<file path="config.mk">
export PLATFORM = sky130hd
export DESIGN_NAME = tpm_tis_data_provider
export DESIGN_NICKNAME = d
export VERILOG_FILES = /design/src/rtl/tpm_tis_data_provider.sv
export SDC_FILE = /design/constraint.sdc
export NUM_CORES = 1
export LEC_CHECK = 0
export ABC_AREA = 1
export BUFFER_PORTS_ARGS = -buffer_cell sky130_fd_sc_hd__buf_2
export CORE_ASPECT_RATIO = 0.5
export CORE_MARGIN = 2
export CORE_UTILIZATION = 35
export DETAILED_ROUTE_END_ITERATION = 12
export HOLD_SLACK_MARGIN = 0.06
export MAX_ROUTING_LAYER = met4
export RECOVER_POWER = 50
export SLEW_MARGIN = 20
export SYNTH_ARGS = -nofsm -noshare
export SYNTH_HDL_FRONTEND = slang
export SYNTH_SLANG_ARGS = --single-unit
</file>
<file path="constraint.sdc">
create_clock -name clk_i -period 3.6 [get_ports clk_i]
set_input_delay 0 -clock clk_i [delete_from_list [all_inputs] [get_ports clk_i]]
set_output_delay 0 -clock clk_i [all_outputs]
set_load 0.01 [all_outputs]
</file>
<file path="src/rtl/tpm_tis_data_provider.sv">
// TPM TIS locality-0 register/FIFO back-end for the lpc_periph data-provider port.
// Host side is a level-request / one-cycle-pulse handshake; firmware side is a
// pair of byte FIFOs plus go/done strobes around the TIS state machine.
module tpm_tis_data_provider #(
    parameter int          FIFO_DEPTH = 64,
    parameter logic [31:0] DID_VID    = 32'h0001_1050,
    parameter logic [3:0]  IRQ_NUM    = 4'd10,
    parameter bit          INT_EN     = 1'b1
) (
    input  logic        clk_i,
    input  logic        nrst_i,
    input  logic [15:0] lpc_addr_i,
    input  logic [7:0]  lpc_data_i,
    output logic [7:0]  lpc_data_o,
    output logic        lpc_data_oe,
    input  logic        lpc_data_wr,
    output logic        lpc_wr_done,
    input  logic        lpc_data_req,
    output logic        lpc_data_rd,
    output logic [3:0]  irq_num,
    output logic        interrupt,
    input  logic        fw_cmd_rd_en,
    output logic [7:0]  fw_cmd_data,
    output logic        fw_cmd_empty,
    output logic        fw_go,
    input  logic        fw_rsp_wr_en,
    input  logic [7:0]  fw_rsp_data,
    output logic        fw_rsp_full,
    input  logic        fw_rsp_done
);
    localparam int AW = $clog2(FIFO_DEPTH);

    typedef enum logic [2:0] {
        ST_IDLE, ST_READY, ST_RECEPTION, ST_EXECUTION, ST_COMPLETION
    } state_t;

    state_t state, state_nxt;

    logic        req_q, wr_q, active_loc;
    logic        rd_start, wr_start;
    logic [11:0] off;
    logic        in_range, sel_access, sel_sts, sel_burst_lo, sel_burst_hi, sel_data, sel_did;

    logic [7:0]  cmd_mem [FIFO_DEPTH];
    logic [7:0]  rsp_mem [FIFO_DEPTH];
    logic [AW:0] cmd_wptr, cmd_rptr, rsp_wptr, rsp_rptr, cmd_fill, rsp_fill;
    logic        cmd_full, rsp_empty;
    logic        cmd_push, cmd_pop, rsp_push, rsp_pop, flush;

    logic [11:0] rx_cnt, cmd_len;
    logic [31:0] len_raw;
    logic        expect_raw, expect_bit, data_avail, go_wr;
    logic [15:0] burst;
    logic [7:0]  rd_val;

    assign rd_start = lpc_data_req & ~req_q;
    assign wr_start = lpc_data_wr & ~wr_q;

    // Address decode; everything but ACCESS needs the locality to be active.
    assign in_range     = (lpc_addr_i[15:12] == 4'h0);
    assign off          = lpc_addr_i[11:0];
    assign sel_access   = in_range & (off == 12'h000);
    assign sel_sts      = in_range & active_loc & (off == 12'h018);
    assign sel_burst_lo = in_range & active_loc & (off == 12'h019);
    assign sel_burst_hi = in_range & active_loc & (off == 12'h01A);
    assign sel_data     = in_range & active_loc & (off == 12'h024);
    assign sel_did      = in_range & active_loc & (off[11:2] == 10'h3C0);

    // Header bytes 2..5 carry the big-endian command length; clamp to 12 bits.
    assign cmd_len    = (|len_raw[31:12]) ? 12'hFFF : len_raw[11:0];
    assign expect_raw = (rx_cnt < 12'd6) || (rx_cnt < cmd_len);
    assign expect_bit = (state == ST_RECEPTION) && expect_raw;

    // Pointers carry one extra wrap bit: equal means empty, MSB-only diff means full.
    assign cmd_fill     = cmd_wptr - cmd_rptr;
    assign rsp_fill     = rsp_wptr - rsp_rptr;
    assign fw_cmd_empty = (cmd_wptr == cmd_rptr);
    assign cmd_full     = (cmd_wptr[AW] != cmd_rptr[AW]) && (cmd_wptr[AW-1:0] == cmd_rptr[AW-1:0]);
    assign rsp_empty    = (rsp_wptr == rsp_rptr);
    assign fw_rsp_full  = (rsp_wptr[AW] != rsp_rptr[AW]) && (rsp_wptr[AW-1:0] == rsp_rptr[AW-1:0]);
    assign fw_cmd_data  = fw_cmd_empty ? 8'h00 : cmd_mem[cmd_rptr[AW-1:0]];

    assign data_avail = (state == ST_COMPLETION) && !rsp_empty;
    assign interrupt  = INT_EN && active_loc && data_avail;
    assign irq_num    = IRQ_NUM;

    // FIFO traffic and host strobes that touch state
    assign flush    = wr_start & sel_sts & lpc_data_i[6];
    assign go_wr    = wr_start & sel_sts & ~lpc_data_i[6] & lpc_data_i[5]
                    & (state == ST_RECEPTION) & ~expect_raw;
    assign cmd_push = wr_start & sel_data & ((state == ST_READY) || (state == ST_RECEPTION))
                    & ~cmd_full & expect_raw;
    assign cmd_pop  = fw_cmd_rd_en & ~fw_cmd_empty;
    assign rsp_push = fw_rsp_wr_en & ~fw_rsp_full;
    assign rsp_pop  = rd_start & sel_data & (state == ST_COMPLETION) & ~rsp_empty;

    // Burst count: free command space while receiving, pending response bytes when complete.
    always_comb begin
        burst = 16'h0000;
        if ((state == ST_READY) || (state == ST_RECEPTION))
            burst = 16'(FIFO_DEPTH) - 16'(cmd_fill);
        else if (state == ST_COMPLETION)
            burst = 16'(rsp_fill);
    end

    // Read data mux; unmapped or locality-blocked addresses float high.
    always_comb begin
        rd_val = 8'hFF;
        if (sel_access)
            rd_val = {1'b1, 1'b0, active_loc, 5'b0};
        else if (sel_sts)
            rd_val = {1'b1, state == ST_READY, 1'b0, data_avail, expect_bit, 3'b0};
        else if (sel_burst_lo)
            rd_val = burst[7:0];
        else if (sel_burst_hi)
            rd_val = burst[15:8];
        else if (sel_data)
            rd_val = rsp_pop ? rsp_mem[rsp_rptr[AW-1:0]] : 8'hFF;
        else if (sel_did)
            rd_val = DID_VID[8*off[1:0] +: 8];
    end

    // Host handshake: edge-detect requests, one-cycle rd/wr_done pulses, oe held while req high.
    always_ff @(posedge clk_i or negedge nrst_i) begin
        if (!nrst_i) begin
            req_q       <= 1'b0;
            wr_q        <= 1'b0;
            lpc_data_o  <= 8'h00;
            lpc_data_oe <= 1'b0;
            lpc_data_rd <= 1'b0;
            lpc_wr_done <= 1'b0;
            fw_go       <= 1'b0;
        end else begin
            req_q       <= lpc_data_req;
            wr_q        <= lpc_data_wr;
            lpc_data_rd <= rd_start;
            lpc_wr_done <= wr_start;
            fw_go       <= go_wr;
            if (rd_start) begin
                lpc_data_o  <= rd_val;
                lpc_data_oe <= 1'b1;
            end else if (!lpc_data_req) begin
                lpc_data_oe <= 1'b0;
            end
        end
    end

    // Locality claim/relinquish; relinquish wins if both bits are set.
    always_ff @(posedge clk_i or negedge nrst_i) begin
        if (!nrst_i)
            active_loc <= 1'b0;
        else if (wr_start && sel_access) begin
            if (lpc_data_i[5])
                active_loc <= 1'b0;
            else if (lpc_data_i[1])
                active_loc <= 1'b1;
        end
    end

    // FIFO pointers and command length tracking; commandReady flushes everything.
    always_ff @(posedge clk_i or negedge nrst_i) begin
        if (!nrst_i) begin
            cmd_wptr <= '0;
            cmd_rptr <= '0;
            rsp_wptr <= '0;
            rsp_rptr <= '0;
            rx_cnt   <= '0;
            len_raw  <= '0;
        end else if (flush) begin
            cmd_wptr <= '0;
            cmd_rptr <= '0;
            rsp_wptr <= '0;
            rsp_rptr <= '0;
            rx_cnt   <= '0;
            len_raw  <= '0;
        end else begin
            if (cmd_push) begin
                cmd_wptr <= cmd_wptr + 1'b1;
                rx_cnt   <= rx_cnt + 12'd1;
                if ((rx_cnt >= 12'd2) && (rx_cnt <= 12'd5))
                    len_raw <= {len_raw[23:0], lpc_data_i};
            end
            if (cmd_pop)  cmd_rptr <= cmd_rptr + 1'b1;
            if (rsp_push) rsp_wptr <= rsp_wptr + 1'b1;
            if (rsp_pop)  rsp_rptr <= rsp_rptr + 1'b1;
        end
    end

    // FIFO storage, not reset; reads are guarded by the empty flags.
    always_ff @(posedge clk_i) begin
        if (cmd_push) cmd_mem[cmd_wptr[AW-1:0]] <= lpc_data_i;
        if (rsp_push) rsp_mem[rsp_wptr[AW-1:0]] <= fw_rsp_data;
    end

    // TIS state register
    always_ff @(posedge clk_i or negedge nrst_i) begin
        if (!nrst_i) state <= ST_IDLE;
        else         state <= state_nxt;
    end

    // TIS next-state: commandReady overrides every other event.
    always_comb begin
        state_nxt = state;
        if (flush)
            state_nxt = ST_READY;
        else begin
            case (state)
                ST_READY:      if (cmd_push)    state_nxt = ST_RECEPTION;
                ST_RECEPTION:  if (go_wr)       state_nxt = ST_EXECUTION;
                ST_EXECUTION:  if (fw_rsp_done) state_nxt = ST_COMPLETION;
                default:       state_nxt = state;
            endcase
        end
    end
endmodule
</file>
==> summary.md, run 1 <==
| Metric | Value |
|---|---|
| Status | `finished with violations` |
| Failing checks | `capacitance limit, slew limit` |
| CP Launch Type | `flip-flop` |
| Flop pwr share | `0.454` |
| Syn Std Cell Area | `approximately 46000 um^2` |
| Pleak | `18.0 nW` |
| Yosys warnings | `0` |
| Clock Power Share | `0.366` |
| Largest net degree at the start of global routing | `183` |
| F_max | `281 MHz` |
| #FFs+latches synth | `1114` |
| Top-area cell type share of the netlist area | `0.666` |
| Synth cell types | `56` |
| Logic pwr share | `0.180` |
| Wire per inst | `approximately 22 um` |
| Internal power | `between 20 and 25 mW` |
| Max Fanout on Critical Path | `61` |
| Sw frac | `0.289` |
| Synthesized area per cell | `approximately 12 um^2` |
| Post-synth EDFFs | `1024` |
| Residual DRC count | `0` |
| Vias in the first global route | `30500` |
| Site Rows | `between 90 and 100` |
| Maximum VDD drop | `about 0.0005 V` |
| Number of antenna diodes | `0` |
| Area leader, netlist | `edfxtp_1` |
| Cell Chain, Critical Path | `inv_6 -> buf_12 -> o21ai_0 -> o221ai_1 -> nand3_1 -> nand3_1 -> nand3_1 -> a21oi_1 -> buf_2` |
| Max Cap Violations | `20` |
| GPL Wtd Cong | `0.895` |
| Via/cell ratio | `5.41` |
| Root Buffer | `clkbuf_16` |
| Dpl cells | `approximately 5600` |
| Drt pass-1 iters | `6` |
| Area contributors post-synth | `edfxtp_1 67%, nor2_1 6.1%, o21ai_0 5.4%, dfrtp_1 4.9%, nand2_1 2.7%` |
| Die width | `518 um` |
| Ports | `66` |
| Cts bufs inserted | `101` |
| Rel. slew slack | `-1.12` |
| CTS tree | `done` |
| Antenna violations before repair | `0` |
| Top_reg_cell synth | `edfxtp_1` |
| Fin. Hold Viols | `0` |
| Arrival time at the worst endpoint | `3.56 ns` |
| CP most frequent cell | `nand3_1` |
| Vias | `31400` |
| ANT nets after route | `0` |
| WHS | `approximately 0.11 ns` |
| CP max-delay cell | `dfrtp_4` |
| Number of max-slew violations in the final report | `966` |
| Proportion of layout cells with a drive suffix above 1 | `0.101` |
| Layout net count | `4023` |
| Worst-Skew Late Latency | `0.73 ns` |
| Final setup margin | `0.0408 ns` |
| Dpl hpwl | `78.4 mm` |
| Gr usage total | `0.192` |
| Die Height | `roughly 260 um` |
| Clk buf depth | `3` |
| Crit. End Element | `output pin` |
| Psw | `9.26 mW` |
| Initial DRC Count | `3833` |
| Setup Skew | `about 0.031 ns` |
| Grt total ovfl | `0` |
| Die Area | `135000 um^2` |
| Post-Synthesis Cells | `roughly 3800` |
| Final setup fails | `0` |
| HP Class | `in -> reg` |
| Pre-CTS WS | `0.210 ns` |
| Clock period minus worst slack | `roughly 3.6 ns` |
| Critical path's largest stage delay | `0.56 ns` |
| Crit share post-route | `0.989` |
| Clock-pin slew on the worst setup and hold paths | `0.07 ns` |
| First-pass GRT wire length | `192 mm` |
| Sink Count | `about 1100` |
| H-tree Lvls | `3` |
| Fillers | `12300` |
| CP Data Required Time | `3.60 ns` |
| Initial core utilization | `0.352` |
| Worst-Margin Slew | `3.17 ns` |
| Post-route insts no fill | `around 5800` |
| Design Power | `32.0 mW` |
| Critical path class | `reg -> out` |
| RSZ-0062 raised after global routing | `false` |
| Area growth from synthesis to layout | `15.1%` |
| Drt total wl | `130 mm` |
| Buffers on Ports | `61` |
| Setup TNS | `0 ns` |
| Sequential area share after synthesis | `0.715` |
| Power per Cell Area | `603 nW/um^2` |
| FFs w/ async S/R, synth | `0.0808` |
| Core area | `131000 um^2` |
-- worst paths after layout --
path | slack [ns] | to | from | cells past startpoint
max in group asynchronous | 1.40 | cmd_rptr[0]$_DFFE_PN0P_ | nrst_i | 4
min in group asynchronous | 0.94 | lpc_data_o[7]$_DFFE_PN0P_ | nrst_i | 4
worst max-delay path | 0.04 | fw_cmd_data[7] | cmd_rptr[0]$_DFFE_PN0P_ | 9
worst max register to register | 0.22 | cmd_mem[2][5]$_DFFE_PP_ | len_raw[21]$_DFFE_PN0P_ | 16
worst min register to register | 0.48 | len_raw[26]$_DFFE_PN0P_ | len_raw[26]$_DFFE_PN0P_ | 2
worst min-delay path | 0.11 | rsp_rptr[0]$_DFFE_PN0P_ | lpc_addr_i[9] | 8
-- cell families after synthesis --
kind of cell / Yosys count / synth area share
other: 2 / 0.000163
AOI/OAI and AO/OA: 932 / 0.116
xor gates and xnor gates: 13 / 0.00247
adders and majority gates: 33 / 0.00927
DFF: 1114 / 0.715
and+or+nand+nor: 1367 / 0.126
buffers and inverters: 350 / 0.0313
-- final cells by class --
class / count / area [um^2] / area share
repair buffers: 256 / 2030 / 0.0382
clock inverters: 63 / 876 / 0.0165
flip-flops and latches: 1114 / 33000 / 0.622
well taps: 1776 / 2220 / 0.0418
multi-input cells: 2349 / 11700 / 0.221
clock buffers: 127 / 2730 / 0.0514
inverters: 129 / 499 / 0.00940
-- critical path, delay by kind of cell (launching register included) --
kind | cells | cell delay [ns]
AOI/OAI and AO/OA | 3 | 0.88
and+or+nand+nor | 3 | 0.52
buffers and inverters | 3 | 0.85
DFF | 1 | 0.56
-- cells in the final DEF, fill, tap and decap left out, types with 6 or more instances in the layout --
| master | n |
|---|---|
| buf_2 | 37 |
| inv_1 | 100 |
| dfrtp_1 | 86 |
| o21ai_1 | 56 |
| o221ai_1 | 89 |
| nand4_1 | 35 |
| o211ai_1 | 39 |
| buf_12 | 14 |
| xor2_1 | 12 |
| o21ai_0 | 501 |
| nor2_2 | 10 |
| a21oi_1 | 75 |
| inv_2 | 23 |
| dlygate4sd3_1 | 52 |
| nor2_1 | 747 |
| nand3_4 | 8 |
| nand3_1 | 171 |
| o22ai_1 | 149 |
| clkbuf_1 | 56 |
| a31oi_1 | 6 |
| clkinv_1 | 13 |
| edfxtp_1 | 1024 |
| bufinv_16 | 19 |
| nand2_1 | 330 |
| clkbuf_16 | 105 |
| nor3_1 | 21 |
| clkinv_2 | 20 |
| nor3_2 | 6 |
| ha_1 | 31 |
| nor4_1 | 6 |
| buf_4 | 107 |
-- cells in the mapped netlist, drive strengths merged, types with 7 or more instances --
cell,count
nor3,28
nor2,763
nand3,180
xor2,12
o21ai,558
nand2,340
clkbuf,152
dfrtp,90
nand4,35
a21oi,75
or2,7
buf,69
o22ai,149
edfxtp,1024
nor4,7
o211ai,39
inv,127
o221ai,89
ha,31
-- power by group through the flow --
stage	Sequential [mW]	Combinational, mW	Clock (mW)
after CTS	14.5	5.59	11.9
final	14.5	5.76	11.7
after detailed placement	14.8	5.52	0
after floorplan	14.8	3.29	0
after global routing	14.6	6.20	12.4
after global placement	14.8	5.47	0
-- per-layer routing --
metal	routed length [um]	share of wire	global-route usage	vias to the layer above
li1	-	-	-	14200
met1	54400	0.42	0.252	15700
met2	62100	0.48	0.312	1346
met3	9810	0.076	0.0265	206
met4	3160	0.024	0.0565	0
met5	0	0	-	-
-- sequential cells by signal, indices dropped and copies added, names as in the netlist --
| register | cells |
|---|---|
| state | 3 |
| fw_go | 1 |
| len_raw | 32 |
| lpc_data_o | 8 |
| lpc_wr_done | 1 |
| lpc_data_oe | 1 |
| rsp_wptr | 7 |
| active_loc | 1 |
| cmd_rptr | 7 |
| cmd_mem | 512 |
| rsp_mem | 512 |
| rsp_rptr | 7 |
| lpc_data_rd | 1 |
| req_q | 1 |
| cmd_wptr | 7 |
| wr_q | 1 |
| rx_cnt | 12 |
-- stage by stage --
stage	cell area, um^2	util
final	53100	0.405
after global routing	53100	0.405
after CTS	53100	0.405
after detailed placement	48900	0.373
after global placement	48900	0.373
after floorplan	46200	-
-- what timing repair did --
item / 4_1_cts / 5_1_grt
setup endpoints to repair: 0 / 162
endpoints found under the hold margin: 845 / 0
resized for setup: 0 / 12
setup buffers: 0 / 6
hold buffers: 53 / 0
Power figures use the tool's default switching activity.
==> inputs of run 2 (changes only) <==
PLACE_DENSITY = 0.55   (was not set)
==> summary.md, run 2 (synthesis results as in run 1) <==
| Metric | Value |
|---|---|
| Die width | `518 um` |
| Failing checks | `capacitance limit, slew limit` |
| Most frequent cells in the layout | `1024 x edfxtp_1, 748 x nor2_1, 501 x o21ai_0` |
| HP Start | `lpc_data_wr` |
| Vias | `~31000` |
| Critical path's largest stage delay | `about 0.57 ns` |
| Dpl cell area | `49000 um^2` |
| Root Buffer | `clkbuf_16` |
| Vias in the first global route | `approximately 30000` |
| CP max-delay cell | `dfrtp_4` |
| Rel. slew slack | `-0.873` |
| Die Height | `261 um` |
| Drt total wl | `131 mm` |
| CP Launch Type | `flip-flop` |
| RSZ-0062 raised after global routing | `true` |
| CP Data Required Time | `3.60 ns` |
| F_max | `roughly 290 MHz` |
| Setup Skew | `~0.034 ns` |
| First-pass GRT wire length | `195 mm` |
| Commonest non-fill, non-tap cell in the layout | `edfxtp_1` |
| Fin. Hold Viols | `0` |
| Ports | `66` |
| H-tree Lvls | `3` |
| Arrival time at the worst endpoint | `3.48 ns` |
| ANT nets after route | `0` |
| Origin of the worst setup path | `cmd_rptr[0]$_DFFE_PN0P_` |
| CP most frequent cell | `nand3_1` |
| Proportion of layout cells with a drive suffix above 1 | `0.104` |
| Status | `finished with violations` |
| Drt pass-1 iters | `6` |
| Residual DRC count | `0` |
| Buffers on Ports | `slightly above 60` |
| Site Rows | `94` |
| Crit share post-route | `0.966` |
| Clk buf depth | `3` |
| Final Instance Area | `around 53000 um^2` |
| Largest net degree at the start of global routing | `147` |
| Max Cap Violations | `21` |
| Fillers | `12300` |
| Core area | `131000 um^2` |
| Initial DRC Count | `3207` |
| CTS tree | `done` |
| Crit. End Element | `output pin` |
| Maximum VDD drop | `0.000352 V` |
| Clock period minus worst slack | `3.48 ns` |
| Initial core utilization | `0.352` |
| Pleak | `18.0 nW` |
| Worst R2R Start | `len_raw[21]$_DFFE_PN0P_` |
| Critical path class | `reg -> out` |
| Gr usage total | `0.196` |
| Max Fanout on Critical Path | `56` |
| Layout net count | `between 4000 and 5000` |
| Design Power | `32.1 mW` |
| Cts bufs inserted | `about 100` |
| Final setup fails | `0` |
| Die Area | `135000 um^2` |
| Clock-pin slew on the worst setup and hold paths | `0.06 ns` |
| Antenna violations before repair | `0` |
| Area growth from synthesis to layout | `15.4%` |
| Wire per inst | `22.5 um` |
| HP Class | `in -> reg` |
| Power per Cell Area | `603 nW/um^2` |
| Sink Count | `1114` |
| Dpl hpwl | `79.3 mm` |
| Worst-Margin Slew | `2.81 ns` |
| Cell Chain, Critical Path | `inv_8 -> buf_12 -> nor2_1 -> o221ai_1 -> nand3_1 -> nand3_1 -> nand3_1 -> a21oi_1 -> buf_2` |
| GPL Wtd Cong | `0.907` |
| Via/cell ratio | `roughly 5.4` |
| Number of max-slew violations in the final report | `865` |
| Grt total ovfl | `0` |
| Worst-Skew Late Latency | `around 0.73 ns` |
==> run 2: cell count changes in the layout (fill, tap and decap cells not counted), moves of 3 or more <==
cell and change:
clkinvlp_4 +4, clkbuf_8 -3, clkbuf_1 -3, buf_4 +10, clkinv_1 +10, clkinv_2 -5, dlygate4sd3_1 -5
==> run 2: stage by stage <==
| stage | setup TNS [ns] | util | instances | hold WS (ns) | setup WS [ns] |
|---|---|---|---|---|---|
| 2_1_floorplan | 0 | - | 3813 | -0.296 | 0.370 |
| 3_3_place_gp | 0 | 0.374 | 5575 | 0.119 | 0.0986 |
| 3_5_place_dp | 0 | 0.374 | 5575 | 0.114 | 0.0139 |
| 4_1_cts | 0 | 0.406 | 5818 | 0.0613 | 0.0339 |
| 5_1_grt | -0.290 | 0.406 | 5828 | 0.133 | -0.0155 |
| 6_report | 0 | 0.406 | 5829 | 0.141 | 0.124 |
==> run 2: path summary, 6_finish.rpt <==
| check | cells after the start | slack (ns) | endpoint |
|---|---|---|---|
| setup / recovery | 9 | 0.12 | fw_cmd_data[7] |
| hold / removal | 4 | 0.14 | lpc_wr_done$_DFF_PN0_ |
| setup reg to reg | 16 | 0.22 | cmd_mem[4][2]$_DFFE_PP_ |
| hold reg to reg | 2 | 0.47 | len_raw[29]$_DFFE_PN0P_ |
| max in group asynchronous | 4 | 1.08 | len_raw[31]$_DFFE_PN0P_ |
| min in group asynchronous | 4 | 0.53 | wr_q$_DFF_PN0_ |
==> run 2: what timing repair did <==
item / 4_1_cts / 5_1_grt
gates resized for setup: 3 / 15
hold buffers: 47 / 1
setup buffers: 0 / 8
endpoints found under the setup margin: 16 / 313
gates cloned: 1 / 1
hold endpoints to repair: 604 / 37
pin swaps: 0 / 4
==> run 2: critical path: cells and delay by family, from the launching register on <==
| kind | cells | cell delay, ns |
|---|---|---|
| AO/OA/AOI/OAI | 2 | 0.80 |
| buffers and inverters | 3 | 0.75 |
| AND/OR/NAND/NOR | 4 | 0.61 |
| flip-flops | 1 | 0.57 |
==> run 2: cell type report <==
type / count / area [um^2] / area share
flip-flops and latches: 1114 / 33000 / 0.620
multi-input cells: 2350 / 11800 / 0.221
clock buffers: 121 / 2720 / 0.0510
well taps: 1776 / 2220 / 0.0417
repair buffers: 264 / 2120 / 0.0399
clock inverters: 74 / 921 / 0.0173
inverters: 129 / 509 / 0.00956
diodes: 1 / 2.50 / 0.0000470
==> run 2: report_power, final <==
part / internal (mW) / switching (mW) / leakage, nW / total, mW
Clock: 6.81 / 5.00 / 1.75 / 11.8
Combinational: 1.59 / 4.19 / 6.04 / 5.78
Sequential: 14.4 / 0.137 / 10.3 / 14.5
==> run 2: layer usage <==
metal | track usage | up-vias | wire length [um]
met5 | - | - | 0
met4 | 0.0554 | 0 | 3500
met1 | 0.259 | 15700 | 56700
li1 | - | 14300 | -
met3 | 0.0290 | 211 | 8870
met2 | 0.316 | 1242 | 62200
